[config.mk]
export PLATFORM = sky130hd
export DESIGN_NAME = alu_ctl_md
export DESIGN_NICKNAME = d
export VERILOG_FILES = /design/src/rtl/alu_ctl_md.sv
export SDC_FILE = /design/constraint.sdc
export NUM_CORES = 1
export LEC_CHECK = 0
export ABC_AREA = 1
export ABC_CLOCK_PERIOD_IN_PS = 18300
export CAP_MARGIN = 0
export CORE_AREA = 2 2 321 260
export DETAILED_ROUTE_END_ITERATION = 10
export DIE_AREA = 0 0 323 262
export PLACE_DENSITY = 0.4
export REMOVE_ABC_BUFFERS = 1
export SLEW_MARGIN = 20
export SYNTH_ARGS = -nofsm -noshare
export SYNTH_HDL_FRONTEND = slang
export SYNTH_SLANG_ARGS = --single-unit
[constraint.sdc]
create_clock -name clk -period 18.3 [get_ports clk]
set_input_delay 3.66 -clock clk [delete_from_list [all_inputs] [get_ports clk]]
set_output_delay 3.66 -clock clk [all_outputs]
set_load 0.01 [all_outputs]
[src/rtl/alu_ctl_md.sv]
// alu_ctl_md -- EX-stage ALU control with an iterative multiply/divide unit.
//
// Decodes ALUop/func into the 4-bit ALU control code and the result-mux
// select. Also runs mult/multu/div/divu one bit per cycle and owns the
// HI/LO registers, including mthi/mtlo writes.
//
// Ports:
//   clk, reset        rising-edge clock, asynchronous active-high reset
//   valid             EX-stage instruction valid
//   ALUop, func       main-control op class and R-type function field
//   op_a, op_b        rs / rt operand values
//   ALUCtl            ALU control code (combinational)
//   sel_hilo          result select: 0 ALU, 1 HI, 2 LO (combinational)
//   stall             hold EX and earlier stages (combinational)
//   busy              sequencer not idle
//   hi, lo            HI/LO registers
//   md_done           one-cycle pulse after a mult/div result is written
//   div_by_zero       one-cycle pulse alongside md_done for a zero divisor
module alu_ctl_md #(
  parameter int WIDTH = 32
) (
  input  logic             clk,
  input  logic             reset,
  input  logic             valid,
  input  logic [1:0]       ALUop,
  input  logic [5:0]       func,
  input  logic [WIDTH-1:0] op_a,
  input  logic [WIDTH-1:0] op_b,
  output logic [3:0]       ALUCtl,
  output logic [1:0]       sel_hilo,
  output logic             stall,
  output logic             busy,
  output logic [WIDTH-1:0] hi,
  output logic [WIDTH-1:0] lo,
  output logic             md_done,
  output logic             div_by_zero
);

  localparam int CW = $clog2(WIDTH);
  localparam logic [CW-1:0] CNT_LAST = CW'(WIDTH - 1);

  localparam logic [1:0] S_IDLE = 2'd0;
  localparam logic [1:0] S_RUN  = 2'd1;
  localparam logic [1:0] S_FIX  = 2'd2;

  logic [1:0]         state_reg;
  logic [CW-1:0]      cnt_reg;
  logic [2*WIDTH-1:0] acc_reg;      // mult: {partial, multiplier}; div: {remainder, dividend/quotient}
  logic [WIDTH-1:0]   opnd_reg;     // multiplicand or divisor magnitude
  logic [WIDTH-1:0]   a_raw_reg;    // dividend as presented, returned on divide by zero
  logic               is_div_reg;
  logic               neg_q_reg;    // negate product / quotient
  logic               neg_r_reg;    // negate remainder
  logic               dz_reg;
  logic [WIDTH-1:0]   hi_reg;
  logic [WIDTH-1:0]   lo_reg;
  logic               done_reg;
  logic               dbz_reg;

  // ---------------- combinational decode ----------------
  logic is_rtype;
  logic is_hilo_op;
  logic accept;
  logic start;
  logic signed_op;
  logic sa;
  logic sb;
  logic [WIDTH-1:0] mag_a;
  logic [WIDTH-1:0] mag_b;

  assign is_rtype   = (ALUop == 2'd2);
  assign is_hilo_op = is_rtype && (func inside {6'd16, 6'd17, 6'd18, 6'd19,
                                                6'd24, 6'd25, 6'd26, 6'd27});
  assign busy       = (state_reg != S_IDLE);
  assign stall      = valid && busy && is_hilo_op;
  assign accept     = valid && !busy;
  // func 24..27 share the pattern 0110xx; bit 1 selects divide, bit 0 unsigned
  assign start      = accept && is_rtype && (func[5:2] == 4'b0110);
  assign signed_op  = !func[0];
  assign sa         = signed_op && op_a[WIDTH-1];
  assign sb         = signed_op && op_b[WIDTH-1];
  assign mag_a      = sa ? -op_a : op_a;
  assign mag_b      = sb ? -op_b : op_b;

  always_comb begin
    ALUCtl = 4'd15;
    case (ALUop)
      2'd0: ALUCtl = 4'd2;
      2'd1: ALUCtl = 4'd6;
      2'd2: begin
        case (func)
          6'd32:   ALUCtl = 4'd2;
          6'd34:   ALUCtl = 4'd6;
          6'd36:   ALUCtl = 4'd0;
          6'd37:   ALUCtl = 4'd1;
          6'd39:   ALUCtl = 4'd12;
          6'd42:   ALUCtl = 4'd7;
          default: ALUCtl = 4'd15;
        endcase
      end
      default: ALUCtl = 4'd15;
    endcase
  end

  always_comb begin
    sel_hilo = 2'd0;
    if (is_rtype && func == 6'd16) sel_hilo = 2'd1;
    else if (is_rtype && func == 6'd18) sel_hilo = 2'd2;
  end

  // ---------------- iteration datapath ----------------
  // Shift-add: add the multiplicand into the upper half when the current
  // multiplier bit is set, then shift the whole accumulator right.
  logic [WIDTH-1:0]   addend;
  logic [WIDTH:0]     madd;
  logic [2*WIDTH-1:0] mul_next;
  assign addend   = acc_reg[0] ? opnd_reg : {WIDTH{1'b0}};
  assign madd     = {1'b0, acc_reg[2*WIDTH-1:WIDTH]} + {1'b0, addend};
  assign mul_next = {madd, acc_reg[WIDTH-1:1]};

  // Restoring divide: trial-subtract from the remainder shifted left by one,
  // keep the difference when it is non-negative, and shift in the quotient bit.
  logic [WIDTH:0]     trial;
  logic               qbit;
  logic [2*WIDTH-1:0] div_next;
  assign trial    = acc_reg[2*WIDTH-1:WIDTH-1] - {1'b0, opnd_reg};
  assign qbit     = !trial[WIDTH];
  assign div_next = {(qbit ? trial[WIDTH-1:0] : acc_reg[2*WIDTH-2:WIDTH-1]),
                     acc_reg[WIDTH-2:0], qbit};

  // Sign correction / special cases applied on the FIX edge.
  logic [2*WIDTH-1:0] prod_fix;
  logic [WIDTH-1:0]   fix_hi;
  logic [WIDTH-1:0]   fix_lo;
  always_comb begin
    prod_fix = neg_q_reg ? -acc_reg : acc_reg;
    fix_hi   = prod_fix[2*WIDTH-1:WIDTH];
    fix_lo   = prod_fix[WIDTH-1:0];
    if (is_div_reg) begin
      if (dz_reg) begin
        fix_hi = a_raw_reg;
        fix_lo = {WIDTH{1'b1}};
      end else begin
        fix_hi = neg_r_reg ? -acc_reg[2*WIDTH-1:WIDTH] : acc_reg[2*WIDTH-1:WIDTH];
        fix_lo = neg_q_reg ? -acc_reg[WIDTH-1:0] : acc_reg[WIDTH-1:0];
      end
    end
  end

  // ---------------- sequencer ----------------
  always_ff @(posedge clk or posedge reset) begin
    if (reset) begin
      state_reg  <= S_IDLE;
      cnt_reg    <= '0;
      acc_reg    <= '0;
      opnd_reg   <= '0;
      a_raw_reg  <= '0;
      is_div_reg <= 1'b0;
      neg_q_reg  <= 1'b0;
      neg_r_reg  <= 1'b0;
      dz_reg     <= 1'b0;
      hi_reg     <= '0;
      lo_reg     <= '0;
      done_reg   <= 1'b0;
      dbz_reg    <= 1'b0;
    end else begin
      done_reg <= 1'b0;
      dbz_reg  <= 1'b0;
      case (state_reg)
        S_IDLE: begin
          if (start) begin
            is_div_reg <= func[1];
            neg_q_reg  <= sa ^ sb;
            neg_r_reg  <= sa;
            dz_reg     <= (op_b == '0);
            a_raw_reg  <= op_a;
            acc_reg    <= func[1] ? {{WIDTH{1'b0}}, mag_a} : {{WIDTH{1'b0}}, mag_b};
            opnd_reg   <= func[1] ? mag_b : mag_a;
            cnt_reg    <= '0;
            state_reg  <= S_RUN;
          end else if (accept && is_rtype && func == 6'd17) begin
            hi_reg <= op_a;
          end else if (accept && is_rtype && func == 6'd19) begin
            lo_reg <= op_a;
          end
        end
        S_RUN: begin
          acc_reg <= is_div_reg ? div_next : mul_next;
          cnt_reg <= cnt_reg + 1'b1;
          if (cnt_reg == CNT_LAST) state_reg <= S_FIX;
        end
        S_FIX: begin
          hi_reg    <= fix_hi;
          lo_reg    <= fix_lo;
          done_reg  <= 1'b1;
          dbz_reg   <= is_div_reg && dz_reg;
          cnt_reg   <= '0;
          state_reg <= S_IDLE;
        end
        default: state_reg <= S_IDLE;
      endcase
    end
  end

  assign hi          = hi_reg;
  assign lo          = lo_reg;
  assign md_done     = done_reg;
  assign div_by_zero = dbz_reg;

endmodule

Word-level counts from Yosys, hierarchy flattened --
Index checks and enable logic that the tools add are counted.
Storage, ports and cells: register bits after elaboration 205, bits of input ports 75, output and inout port bits 74, logic and storage cells 112
Cells by class: add/sub/neg operators 8, equal/unequal tests 26, multiplexer cells 34, bitwise gates (word level) 1, reduce and logical (&&, ||, !) cells 30
Operators by type and width (count):
- two-way mux 32 bit | 17
- two-way mux 64 bit | 3
- negation 32 bit | 4
- case mux 32 bit (2 select lines) | 2
- case mux 64 bit (2 select lines) | 1
- negation 64 bit | 1
- == test 6 x 5 -> 1 bit, second input constant | 8
- == test 6 bit, second input constant | 6
- adder 32 x 32 -> 33 bit | 1
- subtractor 33 x 32 -> 33 bit | 1
- zero test 32 bit | 1
- case mux 4 bit (6 select lines) | 1
- case mux 5 bit (3 select lines) | 1
- logical AND 1 bit | 13
- != test 2 bit, second input constant | 6
- case mux 4 bit (3 select lines) | 1
- two-way mux 2 bit | 4
- AND reduction 2 bit | 4
- nonzero test 8 bit | 1
- nonzero test 2 bit | 3
- adder 5 x 1 -> 5 bit, second input constant | 1
- == test 5 bit, second input constant | 1
- two-way mux 5 bit | 1
- == test 2 x 1 -> 1 bit, second input constant | 2
- 10 further kinds | 15

Depth between registers and ports, before layout --
Gate-level depths: netlist of run 1.
depth after elaboration 9, depth in mapped cells 21, mapped depth without buffers 19

Worst setup path after synthesis of run 1 --
Ideal clock, no wire load.
path kind input -> output, start point in func[1], end point out ALUCtl[2], data arrival time 4.549 ns, required time 14.640 ns, setup slack 10.091 ns, stages on the path 4, buffers on the path 2, cells stage by stage clkbuf_1 -> clkbuf_1 -> a21oi_1 -> o21ai_0
On the way: cells in the longest elaborated chain, start to end 3, elaborated cells on any way between the ends 8
Ends and longest elaborated chain:
- from (decl) | line 26 | input logic [5:0] func,
- == test 6 bit | line 91 | case (func)
- case mux 4 bit (6 select lines) (*) | line 91
- case mux 4 bit (3 select lines) (*) | line 87 | case (ALUop)
- to (decl) | line 29 | output logic [3:0] ALUCtl,
Every way passes the cells marked *; elsewhere a longest branch is shown, timed or not.

Worst setup path in the final report of run 1 --
start point in func[1], end point out sel_hilo[1]
On the way: cells in the longest elaborated chain, start to end 4, elaborated cells on any way between the ends 6
Ends and longest elaborated chain:
- == test 6 x 5 -> 1 bit | line 108 | else if (is_rtype && func == 6'd18) sel_hilo = 2'd2;
- logical AND 1 bit | line 108
- two-way mux 2 bit | line 108
- two-way mux 2 bit (*) | line 107 | if (is_rtype && func == 6'd16) sel_hilo = 2'd1;
- to (decl) | line 30 | output logic [1:0] sel_hilo,
Marked as above.

==> metrics.yaml, run 1 <==
route:
  wirelength_mm: 101
  ant_nets: 0
  viasPerCell: 4.88
  vias: 22900
  first_pass_iters: 6
  post_drt_wl_per_cell_um: 21.5
  drt_iter0_markers: 2339
  drc: 0
floorplanning:
  die_area_mm2: 0.0846
  die-width_um: 323
  start_util_pct: 24.8
  core_mm2: 0.0814
  rows: 94
  ios: 149
  fp.dieH_um: 262
power_and_ir_drop:
  p_leak_nw: 12.0
  p_per_area_mw_per_mm2: 136
  p_total_mw: 3.22
  vdd_drop_max_mv: 0.0671
place:
  dp.cells: 4646
  place.port_buffers: 148
  gp_congestion: 0.926
  dpl.hpwl_mm: 80.7
  placed_area_mm2: 0.0227
  dp_slack_ps: 8650
critical_path:
  critPathLaunchType: "primary input"
  required_ps: 14640
  startpoint: "func[1]"
  critPathBufInv: 4
  reg2reg_from: "acc_reg[31]"
  crit_path_frequent_cell: "clkdlybuf4s50_1"
  cp-end-kind: "primary output"
  timing_worst_setup_path_type: "in2out"
  slowest_stage: "clkdlybuf4s50_1"
  crit_arrival_ps: 5980
  max_stage_delay_ps: 590
  path_cells: "clkdlybuf4s50_1 > buf_4 > inv_2 > nor4_1 > clkdlybuf4s50_1"
  worst_path_dominant_cell_family: "buffers and inverters"
  crit_fanout: 44
cts:
  cts_resized: 0
  numClockSinks: 205
  cts_setup_buffers: 0
  clk_latency_ps: 590
  cts_hold_buf: 0
  root_buffer: "clkbuf_16"
  cts_tree: "yes"
  cts.path.max_buffers: 3
  cts_buffers: 28
  clk_pin_slew_worst_paths_ps: 60
  h-tree-depth: 1
cells_and_area:
  drive_gt1_share_pct: 3.65
  nets: 3719
  fin_area_mm2: 0.0237
  largest_reg_flops: 64
  area_growth_pct: 17.7
  stdcell_count: 4696
  fin_util_pct: 29.2
  diodes: 0
sta:
  hold_violations: 0
  finClkSkew_ps: 13.3
  fin_tns_setup_ps: 0
  post-route-period-util_pct: 52.7
  fin_hold_ws_ps: 490
  fmax_mhz: 104
  maxSlewViolCount: 0
  setup_ws_ps: 8660
  relSlewSlack_pct: 25.0
  tightest_slew_ps: 1120
  period_needed_ps: 9640
  rsz0062_at_grt: "false"
  setup_viol: 0
yosys:
  synth_seq_cells: 205
  ys_types: 49
  synth-async-reset-ratio_pct: 100
  synth_seq_area_share_pct: 25.4
  syn_area_mm2: 0.0202
  synth_edf_count: 0
  syn_avg_cell_area_um2: 5.78
  synth_flop_cell: "dfrtp_1"
  yosys_warnings: 0
  syn_inst: 3491
grt:
  grt_max_degree: 107
  grt_pass1_wl_mm: 146
  top_usage_layer: "met1"
  grt-ovfl-total: 0
  antenna_found_initial: 9
  met1_usage_pct: 36.4
  grt_util_met3_pct: 4.53
  grt_usage_pct: 23.3
  gr-usage-met2_pct: 32.4
  grt_pass1_vias: 21300
hold_path:
  min_from: "a_raw_reg[22]"
  hp-class: "reg2reg"
flow_run:
  maxCapViolCount: 0
status:
  status: "complete, no violations"
-- tightest hold or removal path: cells and delay by family, from the launching register on --
| family | cells | cell delay, ps |
|---|---|---|
| AND/OR/NAND/NOR | 1 | 50 |
| flip-flops | 1 | 350 |
| AO/OA/AOI/OAI | 1 | 60 |
-- cell families (layout without fill, tap and decap cells) --
family                     Yosys count  count (layout)  share of synthesized area [%]
buffers and inverters              597             698                           11.5
AOI/OAI and AO/OA                  520             520                           14.1
adders and majority gates           72              72                           4.54
DFF                                205             205                           25.4
xor gates and xnor gates            64              64                           2.78
and+or+nand+nor                   2033            2033                           41.6
-- report_power, final --
group          switching, mW  total [mW]  internal (mW)  leakage (nW)
combinational           1.27        1.85          0.584          9.01
sequential             0.195       0.756          0.562          2.48
clock                  0.246       0.612          0.366         0.489
-- cell usage in the layout, fill, tap and decap left out, drive strengths merged, types with 30 or more instances in the layout --
cell,n
nand2,1100
a21oi,229
nand4,42
buf,30
ha,70
o21ai,200
dfrtp,205
inv,469
clkdlybuf4s50,148
xor2,58
nand3,310
clkbuf,38
nor2,508
-- layer usage --
layer / share of wire, % / vias to the layer above
li1: - / 11300
met1: 50 / 10700
met2: 39 / 822
met3: 8.2 / 102
met4: 2.1 / 6
met5: 0.045 / -
-- worst paths after layout --
check                                end  slack, ps  depth (start not counted)
hold reg to reg            a_raw_reg[22]        490                          2
hold / removal             a_raw_reg[22]        490                          2
setup / recovery             sel_hilo[1]       8660                          5
min in group asynchronous         hi[18]       3650                          2
setup reg to reg             acc_reg[53]      14920                         18
max in group asynchronous     is_div_reg      12630                          4
-- synth_stat cells, types with 25 or more instances --
cell	instances	share of area [%]
ha_1	70	4.3
inv_1	458	8.5
o211ai_1	25	0.93
nand3_1	310	7.7
clkbuf_1	84	1.6
nand2_1	1091	20
o21ai_0	192	4.8
buf_2	25	0.62
xor2_1	58	2.5
a21oi_1	229	5.7
nand4_1	42	1.3
dfrtp_1	205	25
nor2_1	496	9.2
-- layout make-up --
| type | instances | area, µm² |
|---|---|---|
| inverter | 470 | 1770 |
| tap | 1104 | 1380 |
| sequential | 205 | 5130 |
| multi-input combinational | 2689 | 12700 |
| clock inverter | 12 | 188 |
| fill | 9362 | 57700 |
| timing repair buffer | 178 | 1710 |
| clock buffer | 38 | 808 |
Power figures use the tool's default switching activity.
==> run 2, diff against run 1 <==
--- a/config.mk
+++ b/config.mk
@@ -6,12 +6,12 @@
 export NUM_CORES = 1
 export LEC_CHECK = 0
 export ABC_AREA = 1
-export ABC_CLOCK_PERIOD_IN_PS = 18300
+export ABC_CLOCK_PERIOD_IN_PS = 8290
 export CAP_MARGIN = 0
 export CORE_AREA = 2 2 321 260
 export DETAILED_ROUTE_END_ITERATION = 10
 export DIE_AREA = 0 0 323 262
-export PLACE_DENSITY = 0.4
+export PLACE_DENSITY = 0.42
 export REMOVE_ABC_BUFFERS = 1
 export SLEW_MARGIN = 20
 export SYNTH_ARGS = -nofsm -noshare
==> constraint.sdc (replaced) <==
create_clock -name clk -period 8.29 [get_ports clk]
set_input_delay 1.658 -clock clk [delete_from_list [all_inputs] [get_ports clk]]
set_output_delay 1.658 -clock clk [all_outputs]
set_load 0.01 [all_outputs]
==> metrics.yaml, run 2 (synthesized netlist as in run 1, its figures left out) <==
status:
  status: "complete, no violations"
critical_path:
  slowest_stage: "inv_2"
  cp-end-kind: "primary output"
  crit_path_frequent_cell: "clkdlybuf4s50_1"
  required_ps: 6630  # -8010 ps
  crit_fanout: 44  # unchanged
  max_stage_delay_ps: 640  # +50 ps
  path_cells: "clkdlybuf4s50_1 > buf_4 > inv_2 > nand4_1 > a41oi_1 > clkdlybuf4s50_1"
  crit_arrival_ps: 4000  # -1980 ps
  timing_worst_setup_path_type: "in2out"
  critPathLaunchType: "primary input"
cells_and_area:
  fin_area_mm2: 0.0236  # -0.55%
  nets: 3721  # +0.054%
  layout_common_cells: "nand2_1, nor2_1, inv_1"
  largest_reg_flops: 64  # unchanged
  fill_cells: 9365  # +0.032%
  fin_util_pct: 29.0  # -0.16 points
  area_growth_pct: 17.0
  final-seq-area_mm2: 0.00513  # unchanged
  final_common_cell: "nand2_1"
  drive_gt1_share_pct: 3.35  # -0.30 points
  multi_input_area_mm2: 0.0127  # unchanged
power_and_ir_drop:
  p_sw_mw: 3.73  # +120%
  vdd_drop_max_mv: 0.155  # +130%
  p_per_area_mw_per_mm2: 295  # +120%
  seqPwrFrac_pct: 23.8  # +0.3 points
  clockPowerShare_pct: 17.5  # -1.5 points
  power_switching_share_pct: 53.6  # +0.56 points
  p_total_mw: 6.96  # +120%
  p_leak_nw: 11.9  # -0.56%
  combPwrFrac_pct: 58.7  # +1.2 points
  intPower_mw: 3.23  # +110%
grt:
  grt-ovfl-total: 0  # unchanged
  grt_usage_pct: 23.3  # -0.065 points
  grt_pass1_vias: 21100  # -0.68%
  grt_max_degree: 114  # +6.5%
  grt_pass1_wl_mm: 145  # -0.45%
  antenna_found_initial: 5  # -4
sta:
  hold_violations: 0  # unchanged
  fmax_mhz: 177
  post-route-period-util_pct: 68.2
  setup_viol: 0  # unchanged
  finClkSkew_ps: 17.7  # +4.46 ps
  rsz0062_at_grt: "false"
  fin_tns_setup_ps: 0  # unchanged
  relSlewSlack_pct: 34.3  # +9.3 points
  maxSlewViolCount: 0  # unchanged
  period_needed_ps: 5650
  tightest_slew_ps: 986  # -132 ps
cts:
  cts.path.max_buffers: 3  # unchanged
  cts_buffers: 27  # -3.6%
  cts_tree: "yes"
  root_buffer: "clkbuf_16"
  cts_setup_buffers: 0  # unchanged
  numClockSinks: 205  # unchanged
  clk_pin_slew_worst_paths_ps: 60  # about the same
  cts_hold_buf: 0  # unchanged
  h-tree-depth: 1  # unchanged
  cts_resized: 0  # unchanged
  clk_latency_ps: 590  # about the same
floorplanning:
  rows: 94  # unchanged
  ios: 149  # unchanged
  die_area_mm2: 0.0846  # unchanged
  fp.dieH_um: 262  # unchanged
  core_mm2: 0.0814  # unchanged
  die-width_um: 323  # unchanged
  start_util_pct: 24.8  # unchanged
route:
  vias: 22900  # -0.12%
  viasPerCell: 4.88  # about the same
  first_pass_iters: 5  # -1
  drt_iter0_markers: 2375  # +1.5%
  wirelength_mm: 100  # -0.51%
  drc: 0  # unchanged
  ant_nets: 0  # unchanged
  post_drt_wl_per_cell_um: 21.4  # -0.44%
place:
  place.port_buffers: 148  # unchanged
  gp_congestion: 0.931  # +0.54%
  placed_area_mm2: 0.0228  # about the same
  dpl.hpwl_mm: 80.0  # -0.83%
flow_run:
  maxCapViolCount: 0  # unchanged
hold_path:
  hp-class: "reg2reg"
## run 2: area by class of cell
cell class / instances / area share, %
Tap cell: 1104 / 5.85
Antenna cell: 2 / 0.0212
Clock buffer: 37 / 3.07
Multi-Input combinational cell: 2689 / 54.0
Inverter: 470 / 7.52
Clock inverter: 5 / 0.488
Sequential cell: 205 / 21.8
Timing Repair Buffer: 181 / 7.33
## run 2: stage by stage
step,worst slack [ps],hold WS [ps],instances
after global placement,2650,471,4649
final,2640,486,4693
after CTS,2650,493,4691
after detailed placement,2660,472,4649
after global routing,2480,510,4691
after floorplan,1040,448,3364
## run 2: power by group through the flow
stage	logic [mW]	registers (mW)	clock network, mW
after detailed placement	4.02	1.67	0
after global placement	4.02	1.67	0
final	4.09	1.66	1.21
after floorplan	2.52	1.56	0
after global routing	4.56	1.69	1.27
after CTS	4.03	1.65	1.23
## run 2: final timing paths
kind	startpoint	to	slack, ps	cells after the start
hold / removal	a_raw_reg[29]	a_raw_reg[29]	490	2
max in group asynchronous	reset	hi[23]	5220	3
min in group asynchronous	reset	lo[17]	1620	2
setup reg to reg	state_reg[1]	lo[28]	4960	10
hold reg to reg	a_raw_reg[29]	a_raw_reg[29]	490	2
setup / recovery	func[1]	ALUCtl[0]	2640	6
## run 2: critical path, delay by kind of cell
kind	cells	cell delay, ps
AOI/OAI and AO/OA	1	270
and+or+nand+nor	1	160
buffers and inverters	4	1880
## run 2: per-layer routing
layer	wire (µm)	part of all wire (%)	up-vias	GRT usage (%)
li1	-	-	11300	-
met5	13	0.013	-	0
met1	51400	51	10800	36.1
met4	2080	2.1	2	4.91
met2	38700	39	744	31.8
met3	8110	8.1	98	5.53
==> run 3, diff against run 2 <==
--- a/config.mk
+++ b/config.mk
@@ -6,12 +6,12 @@
 export NUM_CORES = 1
 export LEC_CHECK = 0
 export ABC_AREA = 1
-export ABC_CLOCK_PERIOD_IN_PS = 8290
+export ABC_CLOCK_PERIOD_IN_PS = 5500
 export CAP_MARGIN = 0
 export CORE_AREA = 2 2 321 260
 export DETAILED_ROUTE_END_ITERATION = 10
 export DIE_AREA = 0 0 323 262
-export PLACE_DENSITY = 0.42
+export PLACE_DENSITY = 0.4
 export REMOVE_ABC_BUFFERS = 1
 export SLEW_MARGIN = 20
 export SYNTH_ARGS = -nofsm -noshare
==> constraint.sdc (replaced) <==
create_clock -name clk -period 5.5 [get_ports clk]
set_input_delay 1.1 -clock clk [delete_from_list [all_inputs] [get_ports clk]]
set_output_delay 1.1 -clock clk [all_outputs]
set_load 0.01 [all_outputs]
==> metrics.yaml, run 3 (synthesized netlist as in run 1, its figures left out) <==
critical_path:
  cp-end-kind: "primary output"
  critPathLaunchType: "primary input"
  timing_worst_setup_path_type: "in2out"
  crit_fanout: 21  # -52%
  crit_arrival_ps: 3360  # -640 ps
  required_ps: 4400  # -2230 ps
  r2r_cells: 18  # +8
route:
  ant_nets: 0  # unchanged
  first_pass_iters: 5  # unchanged
  post_drt_wl_per_cell_um: 21.5  # +0.75%
  wirelength_mm: 101  # +0.94%
  drt_iter0_markers: 2232  # -6.0%
  viasPerCell: 4.86  # -0.51%
  vias: 22800  # -0.32%
  drc: 0  # unchanged
grt:
  grt_usage_pct: 23.4  # +0.18 points
  grt-ovfl-total: 0  # unchanged
  grt_pass1_vias: 21300  # +0.68%
  grt_pass1_wl_mm: 146  # +0.80%
  antenna_found_initial: 9  # +4
  grt_max_degree: 98  # -14%
cts:
  cts_tree: "yes"
  root_buffer: "clkbuf_16"
  clk_latency_ps: 600  # about the same
  numClockSinks: 205  # unchanged
  cts_resized: 0  # unchanged
  h-tree-depth: 1  # unchanged
  cts_hold_buf: 0  # unchanged
  cts.path.max_buffers: 3  # unchanged
  clk_pin_slew_worst_paths_ps: 60  # about the same
  cts_buffers: 27  # unchanged
  cts_setup_buffers: 0  # unchanged
sta:
  fmax_mhz: 224
  setup_viol: 0  # unchanged
  rsz0062_at_grt: "false"
  relSlewSlack_pct: 27.9  # -6.4 points
  tightest_slew_ps: 1080  # +93.0 ps
  period_needed_ps: 4460
  finClkSkew_ps: 25.0  # +7.29 ps
  maxSlewViolCount: 0  # unchanged
  hold_violations: 0  # unchanged
  post-route-period-util_pct: 81.1
cells_and_area:
  nets: 3724  # +0.081%
  drive_gt1_share_pct: 3.81  # +0.46 points
  largest_reg_flops: 64  # unchanged
  layout_common_cells: "nand2_1, nor2_1, inv_1"
  stdcell_count: 4702  # +0.19%
  final_common_cell: "nand2_1"
  fin_area_mm2: 0.0237  # +0.63%
  area_growth_pct: 17.7
place:
  dpl.hpwl_mm: 81.7  # +2.1%
  dp.cells: 4652  # +0.065%
  placed_area_mm2: 0.0228  # +0.15%
  gp_congestion: 0.923  # -0.91%
  place.port_buffers: 148  # unchanged
floorplanning:
  die_area_mm2: 0.0846  # unchanged
  rows: 94  # unchanged
  ios: 149  # unchanged
  core_mm2: 0.0814  # unchanged
  start_util_pct: 24.8  # unchanged
  die-width_um: 323  # unchanged
  fp.dieH_um: 262  # unchanged
hold_path:
  hp-class: "reg2reg"
  min_delay_path_depth: 2  # unchanged
power_and_ir_drop:
  intPower_mw: 4.98  # +54%
  p_per_area_mw_per_mm2: 449  # +52%
  clockPowerShare_pct: 18.6  # +1.1 points
  p_sw_mw: 5.69  # +52%
  p_leak_nw: 12.0  # +0.72%
  seqPwrFrac_pct: 23.4  # -0.4 points
  vdd_drop_max_mv: 0.245  # +59%
  power_switching_share_pct: 53.3  # -0.30 points
  combPwrFrac_pct: 58.0  # -0.7 points
flow_run:
  maxCapViolCount: 0  # unchanged
status:
  status: "complete, no violations"
## run 3: cell count changes in the layout (fill, tap and decap cells not counted), sizes merged
| cell | change |
|---|---|
| buf | +3 |
| bufinv | +1 |
| clkbuf | -4 |
| clkinv | +6 |
| clkinvlp | +1 |
| inv | +2 |
## run 3: power by group through the flow
| stage | sequential, mW | clock, mW | combinational, mW |
|---|---|---|---|
| after global placement | 2.53 | 0 | 6.10 |
| final | 2.50 | 1.98 | 6.19 |
| after detailed placement | 2.52 | 0 | 6.09 |
| after global routing | 2.55 | 2.08 | 6.89 |
| after CTS | 2.49 | 2.01 | 6.12 |
| after floorplan | 2.34 | 0 | 3.79 |
## run 3: layer usage
metal | global-route usage (%) | wire length (µm) | vias to the layer above
met5 | 0 | 13 | -
met4 | 5.44 | 2360 | 2
met3 | 5.31 | 8240 | 105
met2 | 32.2 | 39400 | 713
met1 | 36.2 | 51100 | 10700
li1 | - | - | 11300
## run 3: cell type report
class,instances,area [µm²]
multi-input cells,2689,12700
fillers,9421,57600
inverters,470,1770
clock buffers,33,748
repair buffers,184,1760
flip-flops and latches,205,5130
well taps,1104,1380
clock inverters,15,203
diodes,2,5.00
## run 3: critical path, cell delays in order
cell	delay (ps)
clkdlybuf4s50_1	800
inv_2	490
nand4_1	150
a41oi_1	250
clkdlybuf4s50_1	570
## run 3: path summary, 6_finish.rpt
| path | from | endpoint | slack (ps) |
|---|---|---|---|
| min in group asynchronous | reset | hi[8] | 1020 |
| max in group asynchronous | reset | acc_reg[51] | 3510 |
| max | func[1] | ALUCtl[0] | 1040 |
| max reg2reg | acc_reg[31] | acc_reg[53] | 2050 |
| min | a_raw_reg[16] | a_raw_reg[16] | 490 |
| min reg2reg | a_raw_reg[16] | a_raw_reg[16] | 490 |
## run 3: metrics by stage
step	total power [mW]	setup WS, ps	setup TNS, ps	hold slack, ps	util (%)
2_1_floorplan	6.14	-1200	-245130	448	-
3_5_place_dp	8.61	1080	0	476	28.0
3_3_place_gp	8.63	1100	0	469	28.0
5_1_grt	11.5	831	0	510	29.2
4_1_cts	10.6	1070	0	491	29.2
6_report	10.7	1040	0	492	29.2
